--- src/rtl/uart_pkg.sv ---
// uart_pkg: FSM states, parity modes and majority vote shared by the UART blocks (UART_RX_BREAK_EN adds ST_BREAK_WAIT)
package uart_pkg;
    typedef enum logic [2:0] {
        ST_IDLE   = 3'd0,
        ST_START  = 3'd1,
        ST_DATA   = 3'd2,
        ST_PARITY = 3'd3,
        ST_STOP   = 3'd4
`ifdef UART_RX_BREAK_EN
        , ST_BREAK_WAIT = 3'd5
`endif
    } state_e;
    localparam int PAR_NONE = 0;
    localparam int PAR_ODD  = 1;
    localparam int PAR_EVEN = 2;
    function automatic logic maj3(input logic a, input logic b, input logic c);
        return (a & b) | (a & c) | (b & c);
    endfunction
endpackage

--- src/rtl/uart_sync2.sv ---
// uart_sync2: two-flop synchroniser for an asynchronous input, flops preset to RST_VAL
module uart_sync2 #(
    parameter logic RST_VAL = 1'b1
) (
    input  logic clk,
    input  logic rst_n,
    input  logic d_i,
    output logic q_o
);
    logic [1:0] ff_q;
    // shift the raw input through two flops
    always_ff @(posedge clk or negedge rst_n)
        if (!rst_n) ff_q <= {2{RST_VAL}};
        else        ff_q <= {ff_q[0], d_i};
    assign q_o = ff_q[1];
endmodule

--- src/rtl/uart_rx_param.sv ---
// uart_rx_param: parametrised UART receiver with mid-bit majority vote and ready/valid holding register; UART_RX_BREAK_EN enables break detection
module uart_rx_param
    import uart_pkg::*;
#(
    parameter int CLKS_PER_BIT = 868,
    parameter int DATA_BITS    = 8,
    parameter int PARITY       = 0,
    parameter int STOP_BITS    = 1
) (
    input  logic                 clk,
    input  logic                 rst_n,
    input  logic                 RsRx,
    input  logic                 i_ready,
    output logic                 o_valid,
    output logic [DATA_BITS-1:0] o_data,
    output logic                 o_frame_err,
    output logic                 o_parity_err,
    output logic                 o_overrun,
    output logic                 o_busy
`ifdef UART_RX_BREAK_EN
    ,
    output logic                 o_break
`endif
);
    localparam int CW = $clog2(CLKS_PER_BIT);
    localparam logic [CW-1:0] MID_M = CW'(CLKS_PER_BIT / 2 - 1);
    localparam logic [CW-1:0] MID   = CW'(CLKS_PER_BIT / 2);
    localparam logic [CW-1:0] MID_P = CW'(CLKS_PER_BIT / 2 + 1);
    localparam logic [CW-1:0] LAST  = CW'(CLKS_PER_BIT - 1);
    localparam logic [3:0]    DLAST = 4'(DATA_BITS - 1);
    localparam logic [3:0]    SLAST = 4'(STOP_BITS - 1);

    state_e               state_q, state_d;
    logic [CW-1:0]        cnt_q, cnt_d;
    logic [3:0]           bit_q, bit_d;
    logic [1:0]           smp_q, smp_d;
    logic [DATA_BITS-1:0] shift_q, shift_d, data_q, data_d;
    logic                 fe_q, fe_d, pe_q, pe_d;
    logic                 valid_q, valid_d, ferr_q, ferr_d, perr_q, perr_d, ovr_q, ovr_d;
    logic                 rx_s, vote, at_mid, at_end, done, load, brk_frame;
`ifdef UART_RX_BREAK_EN
    logic                 one_q, one_d, brk_q, brk_d;
`endif

    uart_sync2 #(.RST_VAL(1'b1)) u_sync (.clk(clk), .rst_n(rst_n), .d_i(RsRx), .q_o(rx_s));

    assign vote   = maj3(smp_q[1], smp_q[0], rx_s);
    assign at_mid = cnt_q == MID_P;
    assign at_end = cnt_q == LAST;

    // frame FSM, bit sampling and holding-register next state
    always_comb begin
        state_d   = state_q;
        cnt_d     = at_end ? '0 : cnt_q + CW'(1);
        bit_d     = bit_q;
        smp_d     = smp_q;
        shift_d   = shift_q;
        fe_d      = fe_q;
        pe_d      = pe_q;
        done      = 1'b0;
        brk_frame = 1'b0;
`ifdef UART_RX_BREAK_EN
        one_d     = one_q;
        brk_d     = brk_q;
`endif
        if (cnt_q == MID_M) smp_d[1] = rx_s;
        if (cnt_q == MID)   smp_d[0] = rx_s;
        case (state_q)
            ST_IDLE: begin
                cnt_d = '0;
                bit_d = '0;
                fe_d  = 1'b0;
                pe_d  = 1'b0;
`ifdef UART_RX_BREAK_EN
                one_d = 1'b0;
`endif
                if (!rx_s) state_d = ST_START;
            end
            ST_START: begin
                if (at_mid && vote) begin
                    state_d = ST_IDLE;
                    cnt_d   = '0;
                end else if (at_end) state_d = ST_DATA;
            end
            ST_DATA: begin
                if (at_mid) shift_d = {vote, shift_q[DATA_BITS-1:1]};
`ifdef UART_RX_BREAK_EN
                if (at_mid) one_d = one_q | vote;
`endif
                if (at_end) begin
                    bit_d = (bit_q == DLAST) ? '0 : bit_q + 4'd1;
                    if (bit_q == DLAST) state_d = (PARITY != PAR_NONE) ? ST_PARITY : ST_STOP;
                end
            end
            ST_PARITY: begin
                if (at_mid) pe_d = vote != ((PARITY == PAR_ODD) ? ~^shift_q : ^shift_q);
`ifdef UART_RX_BREAK_EN
                if (at_mid) one_d = one_q | vote;
`endif
                if (at_end) state_d = ST_STOP;
            end
            ST_STOP: begin
                if (at_mid) begin
                    fe_d = fe_q | ~vote;
                    if (bit_q == SLAST) begin
                        done    = 1'b1;
                        state_d = ST_IDLE;
                        cnt_d   = '0;
                    end
                end else if (at_end) bit_d = bit_q + 4'd1;
            end
`ifdef UART_RX_BREAK_EN
            ST_BREAK_WAIT: begin
                cnt_d = rx_s ? (at_end ? '0 : cnt_q + CW'(1)) : '0;
                if (rx_s && at_end) begin
                    state_d = ST_IDLE;
                    brk_d   = 1'b0;
                end
            end
`endif
            default: state_d = ST_IDLE;
        endcase
`ifdef UART_RX_BREAK_EN
        brk_frame = done & ~one_q & fe_d;
        if (brk_frame) begin
            state_d = ST_BREAK_WAIT;
            brk_d   = 1'b1;
        end
`endif
        load    = done & ~brk_frame & (~valid_q | i_ready);
        valid_d = load | (valid_q & ~i_ready);
        ovr_d   = done & ~brk_frame & valid_q & ~i_ready;
        data_d  = load ? shift_q : data_q;
        ferr_d  = load ? fe_d : ferr_q;
        perr_d  = load ? pe_q : perr_q;
    end

    // receive-side state registers
    always_ff @(posedge clk or negedge rst_n)
        if (!rst_n) begin
            state_q <= ST_IDLE;
            cnt_q   <= '0;
            bit_q   <= '0;
            smp_q   <= '0;
            shift_q <= '0;
            fe_q    <= 1'b0;
            pe_q    <= 1'b0;
        end else begin
            state_q <= state_d;
            cnt_q   <= cnt_d;
            bit_q   <= bit_d;
            smp_q   <= smp_d;
            shift_q <= shift_d;
            fe_q    <= fe_d;
            pe_q    <= pe_d;
        end

    // holding register and overrun pulse
    always_ff @(posedge clk or negedge rst_n)
        if (!rst_n) begin
            valid_q <= 1'b0;
            data_q  <= '0;
            ferr_q  <= 1'b0;
            perr_q  <= 1'b0;
            ovr_q   <= 1'b0;
        end else begin
            valid_q <= valid_d;
            data_q  <= data_d;
            ferr_q  <= ferr_d;
            perr_q  <= perr_d;
            ovr_q   <= ovr_d;
        end

`ifdef UART_RX_BREAK_EN
    // break tracking: any received one, and the break level
    always_ff @(posedge clk or negedge rst_n)
        if (!rst_n) begin
            one_q <= 1'b0;
            brk_q <= 1'b0;
        end else begin
            one_q <= one_d;
            brk_q <= brk_d;
        end
    assign o_break = brk_q;
`endif

    assign o_valid      = valid_q;
    assign o_data       = data_q;
    assign o_frame_err  = ferr_q;
    assign o_parity_err = perr_q;
    assign o_overrun    = ovr_q;
    assign o_busy       = state_q != ST_IDLE;
endmodule

--- config.mk ---
export PLATFORM = sky130hd
export DESIGN_NAME = uart_rx_param
export DESIGN_NICKNAME = d
export VERILOG_FILES = /design/src/rtl/uart_pkg.sv /design/src/rtl/uart_sync2.sv /design/src/rtl/uart_rx_param.sv
export SDC_FILE = /design/constraint.sdc
export NUM_CORES = 1
export LEC_CHECK = 0
export ABC_AREA = 0
export BUFFER_PORTS_ARGS = -buffer_cell sky130_fd_sc_hd__buf_2
export CORE_MARGIN = 2
export CORE_UTILIZATION = 59
export DETAILED_ROUTE_END_ITERATION = 7
export HOLD_SLACK_MARGIN = 0.15
export PLACE_DENSITY = 0.78
export REMOVE_ABC_BUFFERS = 1
export SLEW_MARGIN = 20
export SYNTH_ARGS = -nofsm -noshare
export SYNTH_HDL_FRONTEND = slang
export SYNTH_SLANG_ARGS = --single-unit
--- constraint.sdc ---
create_clock -name clk -period 3.2 [get_ports clk]
set_clock_uncertainty 0.15 [all_clocks]
set_input_delay 0.32 -clock clk [delete_from_list [all_inputs] [get_ports clk]]
set_output_delay 0.32 -clock clk [all_outputs]
set_load 0.03 [all_outputs]
# Word level (Yosys, flattened, before mapping)

Cells that the tools add are included.
Widths: inputs -> output; s select.

Register bits: 43
Input bits: 4
Output and inout port bits: 13
Word-level logic and storage cells: 88

$add $sub $neg: 2
Equal/unequal tests: 20
Mux-type cells: 26
Bitwise logic cells: 15
Reductions and logical operators: 11

Operator list:

| kind                  | number |
|---|---|
| $mux 10               | 4 |
| $eq 10x9->1 const B   | 3 |
| $pmux 10 s3           | 1 |
| $mux 3                | 8 |
| $ne 2x2->1 const B    | 9 |
| $mux 4                | 4 |
| $pmux 3 s5            | 1 |
| $pmux 4 s3            | 1 |
| $add 10x1->10 const B | 1 |
| $eq 10x10->1 const B  | 1 |
| $reduce_xor 8->1      | 1 |
| $and 1x1->1           | 7 |
| $reduce_and 7->1      | 1 |
| $eq 3x2->1 const B    | 2 |
| $reduce_bool 3->1     | 2 |
| $mux 1                | 5 |
| $or 1x1->1            | 5 |
| $add 4x1->4 const B   | 1 |
| $eq 4x3->1 const B    | 1 |
| $logic_not 4->1       | 1 |
| $pmux 1 s2            | 2 |
| $reduce_and 2->1      | 2 |
| $reduce_and 4->1      | 1 |
| $eq 3x1->1 const B    | 1 |
| 7 further kinds       | 9 |

# Logic depth before layout (Yosys ltp)

Gate-level depths: netlist of the first run.

Depth after elaboration: 7
Depth in mapped cells: 7

# By module

A second synthesis of the first run with hierarchy kept.

Cell total of the unflattened synthesis: 189
Area, all modules: 2165.8 sq um

Modules (own cells, without submodules):

| module        | instances | cells an instance | area an instance (sq um) | sequential area each (sq um) |
|---|---|---|---|---|
| uart_rx_param | 1         | 187               | 2113.3                   | 1026.0 |
| uart_sync2    | 1         | 2                 | 52.6                     | 52.6 |

# Worst setup path after synthesis of the first run

Ideal clock, no wire load.

Path kind: flip-flop to flip-flop
From: register cnt_q[0]
To: register bit_q[2]
Setup time: 0.121 ns
Arrival time: 2.000 ns
Required time: 2.929 ns
Setup slack: 0.929 ns
Cell stages (with the launch flop): 6
Path buffers: 0
Period minus slack after synthesis: 2.271 ns
Path through: dfrtp_1 > ha_1 > or3b_1 > or4_1 > maj3_2 > o22a_1

Cells in the longest elaborated chain, start to end: 3

RTL lines:

| item                                               | line                                     | source |
|---|---|---|
| start, declared                                    | uart_rx_param.sv:34                      | `logic [CW-1:0] cnt_q, cnt_d;` |
| start signal, assigned                             | uart_rx_param.sv:150                     | `cnt_q <= cnt_d;` |
| $eq 10x10->1 / $eq 10x9->1 (equally long branches) | uart_rx_param.sv:49, uart_rx_param.sv:48 |  |
| $ne 2x2->1 (no source line)                        | -                                        |  |
| $reduce_and 4->1 (no source line) (*)              | -                                        |  |
| end signal, assigned                               | uart_rx_param.sv:151                     | `bit_q <= bit_d;` |
| end, declared                                      | uart_rx_param.sv:35                      | `logic [3:0] bit_q, bit_d;` |

Mark *: on every way between the ends. The rest lies on a longest branch, timed or not.
A chain may end at the register's enable or synchronous reset.

# Final worst setup path of the first run

From: register cnt_q[0]
To: register data_q[6], in the netlist o_data[6]

Cells in the longest elaborated chain, start to end: 4

RTL lines:

| item                 | line                 | source |
|---|---|---|
| $eq 10x9->1          | uart_rx_param.sv:48  | `assign at_mid = cnt_q == MID_P;` |
| $mux 1               | uart_rx_param.sv:103 | `if (at_mid) begin` |
| $mux 1               | uart_rx_param.sv:68  | `case (state_q)` |
| $and 1x1->1          | uart_rx_param.sv:130 | `load = done & ~brk_frame & (~valid_q \| i_ready);` |
| end signal, assigned | uart_rx_param.sv:168 | `data_q <= data_d;` |
| end, declared        | uart_rx_param.sv:37  | `logic [DATA_BITS-1:0] shift_q, shift_d, data_q, data_d;` |

Every way passes these cells.

==> impl_metrics.csv, run 1 <==
group,metric,value,unit
finish,area_growth,9.01,%
clock_tree,post_cts_resized,0,
yosys,synthCells,189,
yosys,yosys.cell_types.count,50,
finish,drive_gt1_share,23.2,%
yosys,yosys_register_bits,43,
clock_tree,cts_tree,"done",
detailed_routing,dr_total_vias,1503,
critical_path,end_kind,"flip-flop",
outcome,status,"finished, final reports clean",
detailed_routing,first_pass_iters,4,
detailed_routing,viasPerCell,5.85,
timing,post-route-period-util,78.5,%
yosys,netlist_top_cells_area,"dfrtp_1 (48%), mux2_2 (9.9%), xnor2_1 (4.9%)",
pwr,ir_drop,284,uV
global_routing,grt_overflow,0,
yosys,postSynthAreaPerCell,11.4,um^2
floorplanning,num_rows,21,
finish,final_util,68.7,%
clock_tree,cts_buffers,5,
detailed_routing,drt-initial-drc-count,135,
clock_tree,cts.sinks,43,
critical_path,cp.arrival,2.60,ns
critical_path,critPathMaxStageDelay,0.62,ns
floorplanning,die_area,4150,um^2
critical_path,worstPathMaxFanout,10,
global_routing,antenna_found_initial,0,
finish,diodes,0,
finish,fillers,270,
place,portBuffers,16,
finish,nNetsFinal,219,
critical_path,worst-path-buf-inv,0,
detailed_routing,drc_errors,0,
clock_tree,cts.root.buffer_cell,"clkbuf_4",
global_routing,track_usage,21.6,%
yosys,synth_largest_area_cell,"dfrtp_1",
critical_path,cp_data_required_time,3.29,ns
finish,seqCellArea,1080,um^2
global_routing,grt_max_degree,44,
yosys,synth.cell_area,2150,um^2
finish,layout_commonest_cell,"dfrtp_1",
global_routing,grt_pass1_vias,1462,
critical_path,path_delay_family,"simple AND/OR/NAND/NOR gates",
floorplanning,fp.dieH,64.4,um
detailed_routing,wl_per_cell,15.6,um
yosys,yosys_warnings,0,
timing,setup_violations,0,
yosys,async_flop_share,100,%
place,gp_congestion,0.893,
clock_tree,htree_levels,2,
timing,drv_slew,0,
floorplanning,start_util,63.0,%
critical_path,path_class,"flip-flop to flip-flop",
critical_path,cp_slowest_cell,"or3_1",
yosys,synth_top_area_share,47.6,%
pwr,power.density,347,nW/um^2
finish,final_cell_mix,"dfrtp_1 (41), mux2_2 (19), buf_2 (16), nor3_1 (12), xnor2_1 (12)",
job,drv_cap,0,
place,dp_hpwl,2.79,mm
timing,finalSetupTns,0,ns
floorplanning,core_area,3420,um^2
floorplanning,pin_count,17,
yosys,ys_seq_area_share,50.1,%
timing,grt_setup_unrepaired,"false",
min_path,hp-class,"flip-flop to flip-flop",
detailed_routing,ant_nets,0,
timing,finalHoldViolCount,0,
timing,slew_headroom,39.6,%
timing,tightest_slew,0.906,ns
yosys,ys.flop_type,"dfrtp_1",
clock_tree,clk_pin_slew,0.12,ns
yosys,synth_edf_count,0,
clock_tree,cts_hold_buf,3,
floorplanning,die_w,64.4,um
critical_path,critical_path.cell_chain,"ha_1 -> nor3b_2 -> nand4_1 -> or3_1 -> mux2_2",
critical_path,critPathLaunchType,"flip-flop",
detailed_routing,drt-total-wl,4.02,mm
timing,fmax,0.398,GHz
clock_tree,clockBufferDepth,2,
clock_tree,postCtsSetupRepairBufs,0,
global_routing,grt_first_pass_wirelength,6.92,mm
finish,multi_input_area,1020,um^2
clock_tree,insertion_delay,0.34,ns
timing,fin_crit,2.51,ns
pwr,p_leak,1.09,nW
-- state kept, by name, indices dropped and copies added, names as in the netlist --
register	cells
fe_q	1
shift_q	8
cnt_q	10
smp_q	2
o_data	8
state_q	3
o_overrun	1
o_frame_err	1
bit_q	4
u_sync.ff_q	2
o_parity_err	1
o_valid	1
pe_q	1
-- cell type report --
class	count	area share [%]
Multi-Input combinational cell	135	43.7
Clock buffer	6	1.76
Timing Repair Buffer	19	4.69
Clock inverter	2	0.533
Inverter	6	0.959
Tap cell	46	2.45
Sequential cell	43	45.9
-- worst paths after layout --
path | start | to | slack (ns) | cells past startpoint
max in group asynchronous | rst_n | state_q[1]$_DFFE_PN0P_ | 1.85 | 2
max reg2reg | cnt_q[0]$_DFF_PN0_ | o_data[6]$_DFFE_PN0P_ | 0.69 | 5
max | cnt_q[0]$_DFF_PN0_ | o_data[6]$_DFFE_PN0P_ | 0.69 | 5
min in group asynchronous | rst_n | bit_q[3]$_DFFE_PN0P_ | 0.48 | 2
min | u_sync.ff_q[0]$_DFF_PN1_ | u_sync.ff_q[1]$_DFF_PN1_ | 0.21 | 0
min reg2reg | u_sync.ff_q[0]$_DFF_PN1_ | u_sync.ff_q[1]$_DFF_PN1_ | 0.21 | 0
-- synth_stat cells (4+ instances only) --
master   instances
nor2_1           8
xnor2_1         12
or3_1            4
nand2_1          9
dfrtp_1         41
nor3_1          12
nand3_1          8
o21ai_0          4
ha_1             5
mux2_2          19
inv_1            6
nor2b_1          5
-- report_power, final --
part,total [mW],switching (mW),internal (mW)
Clock,0.254,0.169,0.0850
Combinational,0.0144,0.0105,0.00385
Sequential,0.547,0.00100,0.546
-- metrics by stage --
stage | instance area (um^2) | cells | hold WS (ns) | setup WS [ns] | power [mW]
floorplan | 2130 | 184 | -0.126 | 0.929 | 0.557
global placement | 2260 | 246 | 0.196 | 0.849 | 0.569
detailed placement | 2260 | 246 | 0.197 | 0.707 | 0.569
CTS | 2350 | 257 | 0.215 | 0.680 | 0.823
global route | 2350 | 257 | 0.224 | 0.526 | 0.845
finish | 2350 | 257 | 0.214 | 0.688 | 0.815
-- worst reg2reg max path, cell delays in order, from the launching register on --
cell and delay [ns]:
dfrtp_1 0.45, ha_1 0.27, nor3b_2 0.32, nand4_1 0.23, or3_1 0.62, mux2_2 0.36
-- cells by family (layout without fill, tap and decap cells) --
group                      after synthesis  after routing  synth area share [%]
muxes                                   20             20                  10.4
xor gates and xnor gates                15             15                  6.74
adders and majority gates                7              7                  3.89
and+or+nand+nor                         69             69                  18.3
DFF                                     43             43                  50.1
AOI/OAI and AO/OA                       24             24                  8.25
buffers and inverters                   11             33                  2.32
-- layer usage --
metal  global-route usage, %  vias up  wire length, um
met5                       0        -                0
met4                    4.79        0               31
met3                    3.65        4              151
met2                    37.6       36             2070
met1                    28.6      742             1760
li1                        -      721                -
Note: power is estimated with default switching activity, not from simulation.
==> run 2, diff against run 1 <==
==> constraint.sdc (replaced) <==
create_clock -name clk -period 2.6 [get_ports clk]
set_clock_uncertainty 0.15 [all_clocks]
set_input_delay 0.26 -clock clk [delete_from_list [all_inputs] [get_ports clk]]
set_output_delay 0.26 -clock clk [all_outputs]
set_load 0.03 [all_outputs]
==> run 2 against run 1 <==
  * Non-clock buffer count up 3
  * Clock power up 42%
  * Core utilization is 1.1 points higher
  * Critical path type unchanged
==> impl_metrics.csv, run 2 (synthesized netlist as in run 1, its figures left out) <==
group,metric,value,unit
floorplanning,die_area,4150,um^2
critical_path,end_kind,"flip-flop",
pwr,ir_drop,468,uV
timing,finalSetupTns,0,ns
timing,whs,0.217,ns
pwr,power.switching,0.241,mW
finish,nNetsFinal,222,
critical_path,r2r_slack,0.15,ns
min_path,min_to,"u_sync.ff_q[1]$_DFF_PN1_",
timing,post-route-period-util,94.1,%
pwr,power.density,440,nW/um^2
clock_tree,htree_levels,2,
critical_path,path_class,"flip-flop to flip-flop",
finish,drive_gt1_share,25.2,%
timing,grt_setup_unrepaired,"false",
place,gp_congestion,0.833,
finish,regMostFlops,"cnt_q",
critical_path,r2r_end,"bit_q[0]$_DFFE_PN0P_",
global_routing,grt_first_pass_wirelength,7.14,mm
pwr,p_leak,1.11,nW
min_path,hp-class,"flip-flop to flip-flop",
pwr,power_switching_share,22.9,%
outcome,status,"finished, final reports clean",
place,portBuffers,16,
detailed_routing,drc_errors,0,
detailed_routing,drt-total-wl,4.12,mm
pwr,p_seq_share,64.0,%
detailed_routing,dr_total_vias,1527,
finish,multi_input_area,1020,um^2
pwr,comb_power_share,1.7,%
job,drv_cap,0,
finish,largest_reg_flops,10,
min_path,hold_start,"u_sync.ff_q[0]$_DFF_PN1_",
timing,tightest_slew,0.926,ns
detailed_routing,drt-initial-drc-count,110,
detailed_routing,first_pass_iters,6,
critical_path,critPathLaunchType,"flip-flop",
floorplanning,core_area,3420,um^2
finish,seqCellArea,1080,um^2
floorplanning,num_rows,21,
detailed_routing,ant_nets,0,
clock_tree,clk_pin_slew,0.13,ns
timing,fmax,0.409,GHz
detailed_routing,viasPerCell,5.87,
timing,setup_violations,0,
clock_tree,insertion_delay,0.36,ns
min_path,min_path_cells,0,
pwr,power_frac_clock,34.2,%
clock_tree,cts_tree,"done",
global_routing,grt_pass1_vias,1507,
critical_path,reg2reg_depth,5,
floorplanning,die_w,64.4,um
critical_path,cp_data_required_time,2.72,ns
timing,finalHoldViolCount,0,
finish,diodes,0,
global_routing,antenna_found_initial,0,
timing,drv_slew,0,
global_routing,track_usage,22.6,%
clock_tree,cts.root.buffer_cell,"clkbuf_4",
pwr,p_int,0.810,mW
finish,fillers,250,
critical_path,worstPathMaxFanout,9,
floorplanning,pin_count,17,
critical_path,cp.arrival,2.57,ns
timing,fin_crit,2.45,ns
clock_tree,clockBufferDepth,2,
detailed_routing,wl_per_cell,15.8,um
floorplanning,start_util,63.0,%
clock_tree,cts.sinks,43,
clock_tree,cts_buffers,5,
global_routing,grt_max_degree,44,
timing,slew_headroom,38.3,%
place,dp_hpwl,2.88,mm
finish,final_cell_mix,"dfrtp_1 (40), mux2_2 (19), buf_2 (16), nor3_1 (12), xnor2_1 (12)",
finish,layout_commonest_cell,"dfrtp_1",
finish,area_growth,10.7,%
global_routing,grt_overflow,0,
floorplanning,fp.dieH,64.4,um
critical_path,r2r_start,"cnt_q[1]$_DFF_PN0_",
[run 2: area by class of cell]
cell class,instances,area share [%]
well taps,46,2.41
multi-input cells,135,43.0
flip-flops and latches,43,45.3
clock buffers,6,2.15
inverters,6,0.944
repair buffers,22,5.56
clock inverters,2,0.682
[run 2: critical path, cell delays in order (launching register included)]
cell and delay [ns]:
dfrtp_1 0.46, ha_1 0.28, or3b_1 0.41, or3_1 0.51, a211o_1 0.37, a21o_1 0.18
[run 2: how the worst max path moves through the flow]
| stage | depth (start not counted) | startpoint | slack (ns) | to |
|---|---|---|---|---|
| final | 5 | cnt_q[1]$_DFF_PN0_ | 0.15 | bit_q[0]$_DFFE_PN0P_ |
| after floorplan | 5 | cnt_q[0]$_DFF_PN0_ | 0.33 | bit_q[2]$_DFFE_PN0P_ |
| after CTS | 5 | cnt_q[0]$_DFF_PN0_ | 0.13 | bit_q[0]$_DFFE_PN0P_ |
| after detailed placement | 5 | cnt_q[0]$_DFF_PN0_ | 0.19 | bit_q[0]$_DFFE_PN0P_ |
| after global placement | 5 | cnt_q[0]$_DFF_PN0_ | 0.27 | bit_q[2]$_DFFE_PN0P_ |
| after global routing | 5 | cnt_q[0]$_DFF_PN0_ | 0.06 | bit_q[0]$_DFFE_PN0P_ |
[run 2: metal layers]
metal	routed length, um	GRT usage (%)	part of all wire (%)
met3	199	4.69	4.8
met2	2100	39.1	51
met4	58	6.38	1.4
met1	1760	28.8	43
met5	0	0	0
[run 2: what timing repair did]
action | 4_1_cts | 5_1_grt
setup buffers | 0 | 0
gates resized for setup | 0 | 1
hold endpoints to repair | 44 | 0
setup endpoints to repair | 0 | 1
hold buffers | 3 | 0
[run 2: through the flow]
step / util [%] / cells / setup slack [ns] / instance area (um^2) / power [mW]
final: 69.8 / 260 / 0.155 / 2380 / 1.05
after global routing: 69.8 / 260 / 0.0631 / 2380 / 1.09
after CTS: 69.8 / 260 / 0.128 / 2380 / 1.06
after detailed placement: 66.9 / 249 / 0.190 / 2290 / 0.701
after global placement: 66.9 / 249 / 0.265 / 2290 / 0.700
after floorplan: - / 184 / 0.329 / 2130 / 0.685
[run 2: power groups by stage]
stage / logic, mW / registers (mW) / clock network, mW
after floorplan: 0.000273 / 0.685 / 0
after global placement: 0.0149 / 0.685 / 0
after detailed placement: 0.0157 / 0.685 / 0
after CTS: 0.0192 / 0.673 / 0.366
after global routing: 0.0219 / 0.673 / 0.396
final: 0.0181 / 0.673 / 0.360
==> run 3, diff against run 2 <==
--- a/config.mk
+++ b/config.mk
@@ -16,4 +16,5 @@
 export SLEW_MARGIN = 20
 export SYNTH_ARGS = -nofsm -noshare
 export SYNTH_HDL_FRONTEND = slang
+export SYNTH_HIERARCHICAL = 1
 export SYNTH_SLANG_ARGS = --single-unit
==> run 3 against run 2 <==
  * Count of clock-buffer cells in the layout increased by 1
  * Hold slack got worse by 0.0091 ns
  * Largest power group unchanged
  * Highest routed layer unchanged
  * First-iteration DRC count decreased by 38%
  * Critical path depth increased by 2
==> impl_metrics.csv, run 3 <==
group,metric,value,unit
detailed_routing,wl_per_cell,14.3,um
finish,area_growth,10.7,%
global_routing,antenna_found_initial,0,
yosys,synth_top_area_share,47.4,%
clock_tree,cts_hold_buf,3,
detailed_routing,drt-total-wl,3.69,mm
critical_path,cp.arrival,2.44,ns
pwr,power,1.19,mW
critical_path,r2r_slack,0.18,ns
finish,regMostFlops,"cnt_q",
global_routing,grt_overflow,0,
critical_path,critPathLaunchType,"flip-flop",
finish,nNetsFinal,219,
clock_tree,cts.root.buffer_cell,"clkbuf_8",
timing,drv_slew,0,
finish,diodes,0,
floorplanning,start_util,60.1,%
yosys,postSynthAreaPerCell,11.5,um^2
yosys,synth_edf_count,0,
critical_path,worst-path-stages,7,
global_routing,grt_pass1_vias,1358,
yosys,yosys_warnings,6,
clock_tree,insertion_delay,0.29,ns
yosys,ys_seq_area_share,49.8,%
detailed_routing,drt-initial-drc-count,68,
timing,whs,0.208,ns
detailed_routing,dr_total_vias,1445,
critical_path,crit_top_cell,"inv_1",
detailed_routing,first_pass_iters,4,
floorplanning,die_area,4170,um^2
yosys,netlist_top_cells_area,"dfrtp_1 (47%), mux2_2 (9.9%), xnor2_1 (3.6%)",
pwr,power.density,496,nW/um^2
timing,finalSetupTns,0,ns
floorplanning,core_area,3610,um^2
pwr,ir_drop,316,uV
floorplanning,fp.dieH,64.6,um
timing,slew_headroom,37.5,%
timing,tightest_slew,0.937,ns
pwr,p_leak,1.15,nW
yosys,yosys-top-cells-count,"dfrtp_1 (41), mux2_2 (19), nor2_1 (19), nand3_1 (12)",
clock_tree,cts.sinks,43,
critical_path,worst-path-buf-inv,2,
yosys,yosys.cell_types.count,48,
critical_path,path_class,"flip-flop to flip-flop",
clock_tree,clk_pin_slew,0.08,ns
detailed_routing,viasPerCell,5.58,
critical_path,worstPathMaxFanout,10,
critical_path,cp_data_required_time,2.62,ns
clock_tree,postCtsSetupRepairBufs,0,
global_routing,grt_max_degree,44,
floorplanning,die_w,64.6,um
clock_tree,cts_tree,"done",
yosys,ys.flop_type,"dfrtp_1",
timing,fin_crit,2.42,ns
yosys,synth_largest_area_cell,"dfrtp_1",
floorplanning,pin_count,17,
finish,largest_reg_flops,10,
min_path,hp-class,"flip-flop to flip-flop",
yosys,yosys_register_bits,43,
clock_tree,htree_levels,2,
job,drv_cap,0,
finish,drive_gt1_share,26.1,%
outcome,status,"finished, final reports clean",
global_routing,track_usage,19.4,%
critical_path,critical_path.cell_chain,"inv_1 -> ha_1 -> nor3b_1 -> nand3_1 -> inv_1 -> and4_1 -> mux2_2",
place,gp_congestion,0.832,
floorplanning,num_rows,22,
timing,finalHoldViolCount,0,
clock_tree,post_cts_resized,0,
critical_path,end_kind,"flip-flop",
yosys,async_flop_share,100,%
critical_path,critPathMaxStageDelay,0.50,ns
place,dp_hpwl,2.65,mm
timing,grt_setup_unrepaired,"false",
timing,fmax,0.413,GHz
finish,final_cell_mix,"dfrtp_1 (41), nor2_1 (19), mux2_2 (19), buf_2 (16), nand3_1 (12)",
place,portBuffers,16,
detailed_routing,ant_nets,0,
finish,layout_commonest_cell,"dfrtp_1",
min_path,min_path_cells,0,
clock_tree,cts_buffers,5,
timing,post-route-period-util,93.0,%
critical_path,reg2reg_depth,7,
timing,setup_violations,0,
yosys,synthCells,189,
yosys,synth.cell_area,2170,um^2
clock_tree,clockBufferDepth,2,
detailed_routing,drc_errors,0,
critical_path,path_delay_family,"simple AND/OR/NAND/NOR gates",
critical_path,cp_slowest_cell,"and4_1",
yosys,yosysMostFrequentCell,"dfrtp_1",
global_routing,grt_first_pass_wirelength,6.22,mm
-- run 3: metal layers --
metal	routed length [um]	global-route usage (%)
met1	1780	26.3
met2	1740	30.9
met5	0	0
met3	116	4.17
met4	59	7.18
-- run 3: path summary, 6_finish.rpt --
kind / start / end
max in group asynchronous: rst_n / smp_q[1]$_DFFE_PN0N_
worst max register to register: bit_q[0]$_DFFE_PN0P_ / o_data[6]$_DFFE_PN0P_
worst max-delay path: bit_q[0]$_DFFE_PN0P_ / o_data[6]$_DFFE_PN0P_
min in group asynchronous: rst_n / state_q[0]$_DFFE_PN0P_
worst min register to register: u_sync/ff_q[0]$_DFF_PN1_ / u_sync/ff_q[1]$_DFF_PN1_
worst min-delay path: u_sync/ff_q[0]$_DFF_PN1_ / u_sync/ff_q[1]$_DFF_PN1_
-- run 3: cell families after synthesis --
kind of cell	synth area share [%]
AOI/OAI and AO/OA	8.03
xor gates and xnor gates	6.47
adders and majority gates	3.35
buffers and inverters	4.16
DFF	49.8
muxes	11.3
and+or+nand+nor	16.9
-- run 3: per-stage QoR --
stage	cells	instance area, um^2	util, %	setup slack (ns)
6_report	259	2400	66.5	0.181
5_1_grt	259	2400	66.5	0.0284
4_1_cts	259	2400	66.5	0.192
3_5_place_dp	248	2260	62.7	0.214
3_3_place_gp	248	2260	62.7	0.282
2_1_floorplan	183	2110	-	0.514
-- run 3: layout make-up --
class,count,area (um^2)
clock buffers,7,76.3
well taps,48,60.1
multi-input cells,130,997
flip-flops and latches,43,1080
fillers,281,1210
inverters,10,37.5
clock inverters,1,30.0
repair buffers,20,118
-- run 3: where the power goes --
part	leakage (nW)	switching (mW)	total, mW	internal, mW
clock network	0.0524	0.211	0.498	0.287
logic	0.515	0.0133	0.0181	0.00479
registers	0.579	0.00169	0.673	0.671
total	1.15	0.226	1.19	0.963
